<file path="src/rtl/norm_shift_ctrl_pkg.sv">
`default_nettype none
// ============================================================================
// Module      : norm_shift_ctrl_pkg
// Description : Shared FSM state encodings and default widths for the
//               normalisation shift controller.
// Revision    : 1.0 - initial release
// ============================================================================
package norm_shift_ctrl_pkg;

    localparam int NORM_WIDTH = 16;
    localparam int NORM_CNT_W = 4;

    localparam logic [1:0] S_IDLE  = 2'd0;
    localparam logic [1:0] S_LOAD  = 2'd1;
    localparam logic [1:0] S_SHIFT = 2'd2;
    localparam logic [1:0] S_DONE  = 2'd3;

endpackage : norm_shift_ctrl_pkg
`default_nettype wire

</file>
<file path="src/rtl/norm_shift_cnt.sv">
`default_nettype none
// ============================================================================
// Module      : norm_shift_cnt
// Description : Shift counter with synchronous clear, enable and a terminal
//               count flag at WIDTH-1; asynchronous active-low reset.
// Revision    : 1.0 - initial release
// ============================================================================
module norm_shift_cnt #(
    parameter int WIDTH = 16,
    parameter int CNT_W = 4
) (
    input  logic             clk,
    input  logic             rst,
    input  logic             i_clr,
    input  logic             i_en,
    output logic [CNT_W-1:0] o_cnt,
    output logic             o_tc
);

    localparam logic [CNT_W-1:0] c_TC = CNT_W'(WIDTH - 1);

    logic [CNT_W-1:0] r_cnt;

    always_ff @(posedge clk or negedge rst) begin
        if (!rst) begin
            r_cnt <= '0;
        end else if (i_clr) begin
            r_cnt <= '0;
        end else if (i_en) begin
            r_cnt <= r_cnt + CNT_W'(1);
        end
    end

    assign o_cnt = r_cnt;
    assign o_tc  = (r_cnt == c_TC);

endmodule : norm_shift_cnt
`default_nettype wire

</file>
<file path="src/rtl/norm_shift_ctrl.sv">
`default_nettype none
// ============================================================================
// Module      : norm_shift_ctrl
// Description : Load/shift-left sequencer producing the leading-zero count
//               and zero flag of an operand. Optional macro
//               NORM_EARLY_ZERO_EN finishes zero operands in the first
//               SHIFT cycle.
// Revision    : 1.0 - initial release
// ============================================================================
module norm_shift_ctrl
    import norm_shift_ctrl_pkg::*;
#(
    parameter int WIDTH = NORM_WIDTH,
    parameter int CNT_W = NORM_CNT_W
) (
    input  logic             clk,
    input  logic             rst,
    input  logic             start,
    output logic             ready,
    input  logic [WIDTH-1:0] sh_q,
    output logic             sh_ld,
    output logic             sh_en,
    output logic             done,
    output logic [CNT_W-1:0] shamt,
    output logic             zero
);

    logic [1:0]       r_state;
    logic [1:0]       w_next;
    logic [CNT_W-1:0] w_cnt;
    logic             w_tc;
    logic             w_msb;
    logic             w_in_shift;
    logic             w_accept;
    logic             w_early_zero;
    logic             w_fin_msb;
    logic             w_fin_zero;
    logic             w_unused_sh;

    assign w_msb      = sh_q[WIDTH-1];
    assign w_in_shift = (r_state == S_SHIFT);
    assign ready      = (r_state == S_IDLE);
    assign sh_ld      = (r_state == S_LOAD);
    assign done       = (r_state == S_DONE);
    assign w_accept   = ready & start;

    // The counter only reads zero in the first SHIFT cycle, since every later one follows an increment.
`ifdef NORM_EARLY_ZERO_EN
    assign w_early_zero = w_in_shift && (w_cnt == '0) && (sh_q == '0);
    assign w_unused_sh  = 1'b0;
`else
    assign w_early_zero = 1'b0;
    assign w_unused_sh  = ^sh_q[WIDTH-2:0];
`endif

    assign w_fin_msb  = w_in_shift && !w_early_zero && w_msb;
    assign w_fin_zero = w_in_shift && (w_early_zero || (!w_msb && w_tc));
    assign sh_en      = w_in_shift && !w_early_zero && !w_msb && !w_tc;

    norm_shift_cnt #(
        .WIDTH (WIDTH),
        .CNT_W (CNT_W)
    ) u_cnt (
        .clk   (clk),
        .rst   (rst),
        .i_clr (w_accept),
        .i_en  (sh_en),
        .o_cnt (w_cnt),
        .o_tc  (w_tc)
    );

    always_comb begin
        w_next = r_state;
        case (r_state)
            S_IDLE:  if (start) w_next = S_LOAD;
            S_LOAD:  w_next = S_SHIFT;
            S_SHIFT: if (w_fin_msb || w_fin_zero) w_next = S_DONE;
            S_DONE:  w_next = S_IDLE;
            default: w_next = S_IDLE;
        endcase
    end

    always_ff @(posedge clk or negedge rst) begin
        if (!rst) begin
            r_state <= S_IDLE;
            shamt   <= '0;
            zero    <= 1'b0;
        end else begin
            r_state <= w_next;
            if (w_accept) begin
                shamt <= '0;
                zero  <= 1'b0;
            end else if (w_fin_msb) begin
                shamt <= w_cnt;
                zero  <= 1'b0;
            end else if (w_fin_zero) begin
                shamt <= '0;
                zero  <= 1'b1;
            end
        end
    end

endmodule : norm_shift_ctrl
`default_nettype wire

</file>
<file path="config.mk">
export PLATFORM = sky130hd
export DESIGN_NAME = norm_shift_ctrl
export DESIGN_NICKNAME = d
export VERILOG_FILES = /design/src/rtl/norm_shift_ctrl_pkg.sv /design/src/rtl/norm_shift_cnt.sv /design/src/rtl/norm_shift_ctrl.sv
export SDC_FILE = /design/constraint.sdc
export NUM_CORES = 1
export LEC_CHECK = 0
export ABC_AREA = 1
export CORE_MARGIN = 4
export CORE_UTILIZATION = 40
export DETAILED_ROUTE_END_ITERATION = 12
export PLACE_DENSITY = 0.77
export SETUP_SLACK_MARGIN = 0.02
export SLEW_MARGIN = 10
export SYNTH_ARGS = -nofsm -noshare
export SYNTH_HDL_FRONTEND = slang
export SYNTH_SLANG_ARGS = --single-unit
</file>
<file path="constraint.sdc">
create_clock -name clk -period 1.6 [get_ports clk]
set_clock_uncertainty 0.1 [all_clocks]
set_input_delay 0.24 -clock clk [delete_from_list [all_inputs] [get_ports clk]]
set_output_delay 0.24 -clock clk [all_outputs]
set_load 0.1 [all_outputs]
</file>
==> out/qor.yml, run 1 <==
worst_setup_path:
  cp_top_family: "flip-flops"
  max_stage_delay_ps: 430
  crit_slowest_cell: "dfrtp_1"
  start_kind: "flop"
  path_max_fanout: 5
  r2r_end: "r_state[0]$_DFFE_PN0P_"
  reg2regPathDepth: 9
  crit_arrival_ps: 1360
  endpoint_kind: "output port"
  critPathKind: "flop to output port"
  crit_required_ps: 1260
  rr_startpoint: "r_state[0]$_DFFE_PN0P_"
  path_buf_inv: 2
  r2r_slack_ps: 100
  startpoint: "u_cnt.o_cnt[1]$_DFFE_PN0P_"
  worstPathCellList: "ha_1 > nand3_2 > nand2_4 > inv_4 > buf_12"
finish:
  finish.net_count: 125
  area_delta_synth_final_pct: 61.7
  diodes: 0
  layout_common_cells: "19 x nand2_1, 11 x dfrtp_1, 9 x nand3_1, 9 x buf_12, 8 x buf_4"
  drive_above_1_share_pct: 42.4
  final_common_cell: "nand2_1"
place:
  port_buffers: 12
  dp_slack_ps: 65.1
  gp_congestion: 0.739
  post-dp-hpwl_um: 989
power_and_ir_drop:
  ir_drop_uv: 1340
  p_leak_nw: 0.517
  powerDensity_nw_per_um2: 2200
drt:
  via_per_inst: 4.95
  routed_wl_um: 1420
  ant_nets: 0
  drc: 0
  drt_iter0_drc: 16
  dr_total_vias: 569
  post_drt_wl_per_cell_um: 12.3
  first_pass_iters: 4
die:
  initial_core_util_pct: 42.0
  core_region_area_um2: 1510
  dieArea_um2: 2280
  die-width_um: 47.8
  die_h_um: 47.8
  io_pins: 28
  row_count: 14
global_route:
  grt-ovfl-total: 0
  grt_start_max_net_pins: 12
  grt_pass1_vias: 527
  grt_pass1_wl_um: 2210
  grt.total_usage_pct: 14.1
  antenna_found_initial: 0
synth:
  synth_warnings: 0
  yosys_register_bits: 11
  syn_inst: 73
  synth_area_um2: 633
  yosysUniqueCellTypes: 18
  ys_seq_area_share_pct: 43.5
  syn_nets: 98
  syn_avg_cell_area_um2: 8.67
clocking:
  clock_sinks: 11
  cts_tree: "done"
  clk_latency_ps: 270
  cts_inserted_buffers: 3
  holdBufCountCts: 0
  clock-root-buffer: "clkbuf_4"
  htreeDepth: 1
  path_clk_slew_ps: 70
  clockBufferDepth: 2
min_path:
  hp-class: "input pin to async pin"
sta:
  finalMaxSlewViolations: 0
  setup_violations: 3
  worst_pin_slew_ps: 498
  rsz0062_at_grt: "true"
  setup_tns_ps: -212
  fin_crit_sh_pct: 106
  hold_violations: 0
  fmax_mhz: 590
  layout_min_cycle_time_ps: 1700
  setup_ws_ps: -95.7
  slew_headroom_pct: 66.7
flow_run:
  maxCapViolations: 0
run_status:
  status: "finished, violations left"
  violations: "negative setup slack"
[cell families (layout without fill, tap and decap cells)]
family                     Yosys count  after routing  synth area share, %
DFF                                 11             11                 43.5
AOI/OAI and AO/OA                    5              5                 5.14
adders and majority gates            6              6                 11.9
xor gates and xnor gates             1              1                 1.38
buffers and inverters               11             37                 6.72
and+or+nand+nor                     39             39                 31.4
[worst register-to-register path: stages (launching register included)]
cell and delay (ps):
dfrtp_1 360, inv_2 60, buf_4 130, buf_6 110, ha_4 180, buf_4 140, nand2_1 100, nand2_2 90
nand2_1 70, o21ai_2 50
[state kept, by name (all words and copies together), names as in the netlist]
name / count
u_cnt.o_cnt: 4
shamt: 4
r_state: 2
zero: 1
[how the worst max path moves through the flow]
stage                                             to  cells after the start
after detailed placement                       sh_en                      5
after global routing                           sh_en                      7
after floorplan           u_cnt.o_cnt[0]$_DFFE_PN0P_                      8
after global placement                         sh_en                      5
final                                          sh_en                      5
after CTS                                      sh_en                      7
[metal layers]
metal	GRT usage [%]	wire (um)	part of all wire [%]	vias up
met5	0	0	0	-
met4	4.84	23	1.6	0
met3	4.51	62	4.4	2
met2	24.8	717	51	15
met1	16.0	613	43	267
li1	-	-	-	285
[report_power, final]
group	leakage [nW]	internal (mW)	switching [mW]
registers	0.148	0.355	0.0868
clock network	0.0150	0.0968	0.0981
logic	0.355	0.639	0.976
[through the flow]
stage               std cells  cell area [um^2]  utilization (%)  total power [mW]  hold WS (ps)
global route              115              1020             67.9              2.36           236
floorplan                  73               656                -              1.38          -156
CTS                       113               985             65.4              2.15           208
detailed placement        104               908             60.3              1.85           441
global placement          104               908             60.3              1.82           419
finish                    115              1020             67.9              2.25           195
[timing repair]
item	4_1_cts	5_1_grt
pin swaps	2	2
buffers inserted	5	2
endpoints found under the setup margin	1	4
gates resized for setup	4	7
gates cloned	0	0
[Yosys cell counts (all sizes together)]
library cell | number | share of area, %
a21oi | 2 | 2.2
clkinv | 1 | 0.79
dfrtp | 11 | 43
ha | 6 | 12
inv | 10 | 5.9
nand2 | 25 | 18
nand3 | 10 | 8.7
nand4 | 2 | 2.0
nor2 | 2 | 2.4
o21ai | 3 | 3.0
xor2 | 1 | 1.4
[cell type report]
| type | instances | area, um^2 |
|---|---|---|
| Timing Repair Buffer | 22 | 293 |
| Tap cell | 16 | 20.0 |
| Inverter | 11 | 45.0 |
| Fill cell | 105 | 483 |
| Sequential cell | 11 | 275 |
| Multi-Input combinational cell | 51 | 364 |
| Clock buffer | 4 | 26.3 |
No activity file was read; power rests on OpenSTA's default activity.
==> inputs of run 2 (changes only) <==
CORE_MARGIN = 2   (was 4)
GPL_ROUTABILITY_DRIVEN = 1   (was not set)
==> run 2 against run 1 <==
Net effect: the run still ends with negative setup slack left; combinational power is 6% lower; final cell count decreased by 0.87%; maximum frequency increased by 1.7%; sequential share of layout area up 0.90 points; count of clock-buffer cells in the layout unchanged; total power down 4.5%; worst setup slack improved by 28 ps; register-to-register slack gained 20 ps; core utilization decreased by 1.1 points; first-iteration DRC count fell by 38%; routed wire length fell by 6.2%; critical path type unchanged; critical endpoint unchanged; largest power group unchanged; highest routed layer unchanged.
==> out/qor.yml, run 2 (synthesis results as in run 1) <==
global_route:
  met3_usage_pct: 4.17  # was 4.51%
  grt_pass1_vias: 501  # was 527
  use_met1_pct: 20.0  # was 16.0%
  top_usage_layer: "met2"  # unchanged
  grt.total_usage_pct: 16.3  # was 14.1%
  grt_pass1_wl_um: 2260  # was 2210 um
  grt_start_max_net_pins: 12  # unchanged
  use_met2_pct: 25.9  # was 24.8%
  antenna_found_initial: 0  # unchanged
  grt-ovfl-total: 0  # unchanged
drt:
  post_drt_wl_per_cell_um: 11.6  # was 12.3 um
  ant_nets: 0  # unchanged
  routed_wl_um: 1330  # was 1420 um
  drc: 0  # unchanged
  dr_total_vias: 559  # was 569
  drt_iter0_drc: 10  # was 16
  via_per_inst: 4.90  # was 4.95
  first_pass_iters: 4  # unchanged
min_path:
  hp-class: "input pin to async pin"  # unchanged
power_and_ir_drop:
  ir_drop_uv: 1210  # was 1340 uV
  powerDensity_nw_per_um2: 2160  # was 2200 nW/um^2
  finalPower_mw: 2.15  # was 2.25 mW
  p_leak_nw: 0.510  # was 0.517 nW
run_status:
  status: "finished, violations left"  # unchanged
  violations: "negative setup slack"  # unchanged
sta:
  finalMaxSlewViolations: 0  # unchanged
  fmax_mhz: 600  # was 590 MHz
  setup_ws_ps: -67.6  # was -95.7 ps
  fin_crit_sh_pct: 104  # was 106%
  hold_violations: 0  # unchanged
  setup_violations: 2  # was 3
  slew_headroom_pct: 67.0  # was 66.7%
  rsz0062_at_grt: "true"  # unchanged
  layout_min_cycle_time_ps: 1670  # was 1700 ps
  worst_pin_slew_ps: 493  # was 498 ps
finish:
  final_common_cell: "nand2_1"  # unchanged
  layout_common_cells: "20 x nand2_1, 10 x dfrtp_1, 9 x nand3_1, 9 x buf_12, 9 x buf_4"  # was 19 x nand2_1, 11 x dfrtp_1, 9 x nand3_1, 9 x buf_12, 8 x buf_4
  num-fill-cells: 111  # was 105
  area_delta_synth_final_pct: 57.1  # was 61.7%
  final_cells: 114  # was 115
  diodes: 0  # unchanged
  drive_above_1_share_pct: 38.8  # was 42.4%
  finish.net_count: 124  # was 125
die:
  dieArea_um2: 1920  # was 2280 um^2
  initial_core_util_pct: 42.5  # was 42.0%
  die_h_um: 43.8  # was 47.8 um
  core_region_area_um2: 1490  # was 1510 um^2
  io_pins: 28  # unchanged
  row_count: 14  # unchanged
  die-width_um: 43.8  # was 47.8 um
clocking:
  clock-root-buffer: "clkbuf_4"  # unchanged
  clk_latency_ps: 280  # was 270 ps
  clock_sinks: 11  # unchanged
  clockBufferDepth: 2  # unchanged
  cts_tree: "done"  # unchanged
  htreeDepth: 1  # unchanged
  cts_inserted_buffers: 3  # unchanged
  path_clk_slew_ps: 80  # was 70 ps
place:
  post-dp-hpwl_um: 955  # was 989 um
  gp_congestion: 0.765  # was 0.739
  port_buffers: 12  # unchanged
  dp_cells: 104  # unchanged
worst_setup_path:
  start_kind: "flop"  # unchanged
  crit_arrival_ps: 1330  # was 1360 ps
  crit_required_ps: 1260  # about the same
  critPathKind: "flop to output port"  # unchanged
  path_max_fanout: 2  # was 5
  endpoint_kind: "output port"  # unchanged
flow_run:
  maxCapViolations: 0  # unchanged
-- run 2: report_power, final --
group / internal [mW] / switching [mW] / total [mW] / leakage, nW
combinational: 0.578 / 0.935 / 1.51 / 0.348
sequential: 0.358 / 0.0840 / 0.442 / 0.146
clock: 0.0967 / 0.0994 / 0.196 / 0.0150
total: 1.03 / 1.12 / 2.15 / 0.510
-- run 2: per-layer routing --
layer	share of wire, %	vias to the layer above	wire, um
met1	45	260	597
li1	-	283	-
met3	3.1	3	41
met2	50	13	666
met4	1.7	0	22
met5	0	-	0
-- run 2: repair_timing --
action                     CTS  global route
setup endpoints to repair    3             7
gates resized for setup      4             2
hold buffers                 0             0
setup buffers                6             2
pin swaps                    2             2
-- run 2: worst max-delay path: stages (launching register included) --
cell and delay (ps):
dfrtp_1 400, inv_2 80, ha_4 130, inv_2 40, nor2_4 100, nand2_4 60
inv_4 70, buf_12 160
-- run 2: worst paths after layout --
kind                                         from                    endpoint  slack [ps]  cells after the start
max in group asynchronous                     rst      r_state[1]$_DFFE_PN0P_         850                      1
min reg2reg                  shamt[3]$_DFFE_PN0P_        shamt[3]$_DFFE_PN0P_         470                      2
max reg2reg                r_state[0]$_DFFE_PN0P_  u_cnt.o_cnt[1]$_DFFE_PN0P_         120                     11
min in group clk             shamt[3]$_DFFE_PN0P_        shamt[3]$_DFFE_PN0P_         470                      2
max                        r_state[0]$_DFFE_PN0P_                       sh_en         -70                      7
min                                           rst      r_state[0]$_DFFE_PN0P_         190                      1
-- run 2: cell type report --
class	count	area (um^2)	share of cell area [%]
well taps	16	20.0	2.01
clock buffers	4	26.3	2.64
flip-flops and latches	11	277	27.8
inverters	11	46.3	4.65
repair buffers	21	278	27.9
multi-input cells	51	348	35.0
-- run 2: through the flow --
stage                     area [um^2]  utilization [%]  setup slack, ps  TNS (ps)  hold WS, ps
final                             995             66.8            -67.6     -73.0          190
after CTS                         985             66.1            -97.8      -121          201
after detailed placement          908             61.0             51.7         0          431
after global placement            908             61.0             57.7         0          425
after global routing              995             66.8             -133      -250          231
after floorplan                   656                -             20.6         0         -156
==> inputs of run 3 (changes only) <==
CORE_MARGIN = not set   (was 2)
CTS_BUF_LIST = sky130_fd_sc_hd__clkbuf_16   (was not set)
==> run 3 against run 2 <==
Net effect: the flow still finishes with violations (negative setup slack); critical path depth stayed put; sequential share of layout area is 1.9 points lower; register-to-register slack hardly changed; count of clock-buffer cells in the layout is 1 lower; design area is 7.0% higher; maximum frequency is 2.5% higher; largest cell class unchanged.
==> out/qor.yml, run 3 (synthesis results as in run 1) <==
sta:
  setup_violations: 2  # unchanged
  rsz0062_at_grt: "true"  # unchanged
  finalMaxSlewViolations: 0  # unchanged
  setup_tns_ps: -46.0  # was -73.0 ps
  worst_pin_slew_ps: 497  # was 493 ps
  setup_ws_ps: -26.5  # was -67.6 ps
  hold_violations: 0  # unchanged
  slew_headroom_pct: 66.7  # was 67.0%
  layout_min_cycle_time_ps: 1630  # was 1670 ps
  fin_crit_sh_pct: 102  # was 104%
  fmax_mhz: 615  # was 600 MHz
worst_setup_path:
  endpoint_kind: "output port"  # unchanged
  crit_arrival_ps: 1290  # was 1330 ps
  path_max_fanout: 2  # unchanged
  crit_required_ps: 1260  # about the same
  start_kind: "flop"  # unchanged
  critPathKind: "flop to output port"  # unchanged
run_status:
  violations: "negative setup slack"  # unchanged
  status: "finished, violations left"  # unchanged
finish:
  final_area_um2: 1060  # was 995 um^2
  area_delta_synth_final_pct: 68.2  # was 57.1%
  multi_input_area_um2: 372  # was 348 um^2
  drive_above_1_share_pct: 41.2  # was 38.8%
  seq_area_um2: 275  # was 277 um^2
  finish.net_count: 123  # was 124
  diodes: 0  # unchanged
  num-fill-cells: 83  # was 111
  final_common_cell: "nand2_1"  # unchanged
  layout_common_cells: "17 x nand2_1, 11 x dfrtp_1, 9 x nand3_1, 9 x buf_12, 8 x inv_1"  # was 20 x nand2_1, 10 x dfrtp_1, 9 x nand3_1, 9 x buf_12, 9 x buf_4
  utilization_pct: 77.0  # was 66.8%
clocking:
  htreeDepth: 1  # unchanged
  clockBufferDepth: 2  # unchanged
  cts_tree: "done"  # unchanged
  clk_latency_ps: 240  # was 280 ps
  cts_inserted_buffers: 3  # unchanged
  clock_sinks: 11  # unchanged
  holdBufCountCts: 0  # unchanged
  path_clk_slew_ps: 40  # was 80 ps
  clock-root-buffer: "clkbuf_16"  # was clkbuf_4
min_path:
  hp-class: "input pin to async pin"  # unchanged
place:
  port_buffers: 12  # unchanged
  post-dp-hpwl_um: 868  # was 955 um
  placed_cell_area_um2: 907  # was 908 um^2
  dp_slack_ps: 71.7  # was 51.7 ps
  gp_congestion: 0.836  # was 0.765
die:
  dieArea_um2: 1750  # was 1920 um^2
  initial_core_util_pct: 45.8  # was 42.5%
  die_h_um: 41.8  # was 43.8 um
  core_region_area_um2: 1380  # was 1490 um^2
  die-width_um: 41.8  # was 43.8 um
  row_count: 13  # was 14
  io_pins: 28  # unchanged
power_and_ir_drop:
  powerDensity_nw_per_um2: 2310  # was 2160 nW/um^2
  switching_power_mw: 1.17  # was 1.12 mW
  p_sw_share_pct: 47.5  # was 52.0%
  intPower_mw: 1.29  # was 1.03 mW
  seqPwrFrac_pct: 17.9  # was 20.6%
  clkPwrFrac_pct: 18.4  # was 9.1%
  p_comb_share_pct: 63.7  # was 70.3%
  ir_drop_uv: 1530  # was 1210 uV
  p_leak_nw: 0.529  # was 0.510 nW
drt:
  via_per_inst: 4.85  # was 4.90
  first_pass_iters: 4  # unchanged
  drc: 0  # unchanged
  routed_wl_um: 1420  # was 1330 um
  ant_nets: 0  # unchanged
  drt_iter0_drc: 12  # was 10
  dr_total_vias: 543  # was 559
  post_drt_wl_per_cell_um: 12.7  # was 11.6 um
global_route:
  grt.total_usage_pct: 18.3  # was 16.3%
  grt_pass1_vias: 596  # was 501
  grt_start_max_net_pins: 12  # unchanged
  antenna_found_initial: 0  # unchanged
  grt-ovfl-total: 0  # unchanged
  grt_pass1_wl_um: 2440  # was 2260 um
flow_run:
  maxCapViolations: 0  # unchanged
run 3: changes by cell type in the layout (fill, tap and decap cells not counted), moves of 2 or more:
cell / previous run / this run
buf_4: 9 / 7
clkbuf_16: 0 / 3
clkbuf_4: 3 / 0
nand2_2: 2 / 4
nand2_1: 20 / 17
run 3: through the flow:
| stage | hold WS, ps | total power, mW | cells |
|---|---|---|---|
| after global placement | 425 | 1.82 | 103 |
| final | 239 | 2.46 | 112 |
| after floorplan | -156 | 1.38 | 73 |
| after detailed placement | 441 | 1.84 | 103 |
| after CTS | 253 | 2.40 | 112 |
| after global routing | 283 | 2.59 | 112 |
run 3: final timing paths:
check | slack, ps | end | cells after the start | startpoint
worst max-delay path | -30 | sh_en | 7 | r_state[0]$_DFFE_PN0P_
worst min-delay path | 240 | shamt[2]$_DFFE_PN0P_ | 1 | rst
worst max register to register | 120 | shamt[3]$_DFFE_PN0P_ | 9 | r_state[0]$_DFFE_PN0P_
worst min register to register | 470 | shamt[2]$_DFFE_PN0P_ | 2 | shamt[2]$_DFFE_PN0P_
max in group asynchronous | 820 | r_state[0]$_DFFE_PN0P_ | 1 | rst
min in group clk | 470 | shamt[2]$_DFFE_PN0P_ | 2 | shamt[2]$_DFFE_PN0P_
run 3: timing repair:
| action | 4_1_cts | 5_1_grt |
|---|---|---|
| endpoints found under the setup margin | 1 | 12 |
| buffers inserted | 5 | 1 |
| gates cloned | 0 | 0 |
| pin swaps | 2 | 1 |
| resized for setup | 5 | 7 |
run 3: power groups by stage:
stage	sequential, mW	combinational, mW	clock [mW]
finish	0.440	1.57	0.451
global placement	0.439	1.38	0
global route	0.450	1.67	0.473
CTS	0.439	1.51	0.455
detailed placement	0.442	1.39	0
floorplan	0.606	0.779	0
run 3: cell type report:
cell class | instances | share of cell area [%]
inverter | 11 | 4.35
sequential | 11 | 25.9
multi-input combinational | 51 | 34.9
clock inverter | 1 | 0.353
tap | 15 | 1.76
clock buffer | 3 | 7.05
timing repair buffer | 20 | 25.7
run 3: metal layers:
metal / up-vias / routed length (um) / track usage [%]
met1: 249 / 685 / 23.3
met5: - / 0 / 0
met2: 11 / 656 / 28.4
li1: 281 / - / -
met3: 2 / 61 / 7.83
met4: 0 / 12 / 4.52
run 3: worst max-delay path, cell delays in order, from the launching register on:
cell	delay, ps
dfrtp_1	390
inv_2	80
ha_4	140
inv_2	40
nor2_4	110
nand2_4	70
inv_4	70
buf_12	160
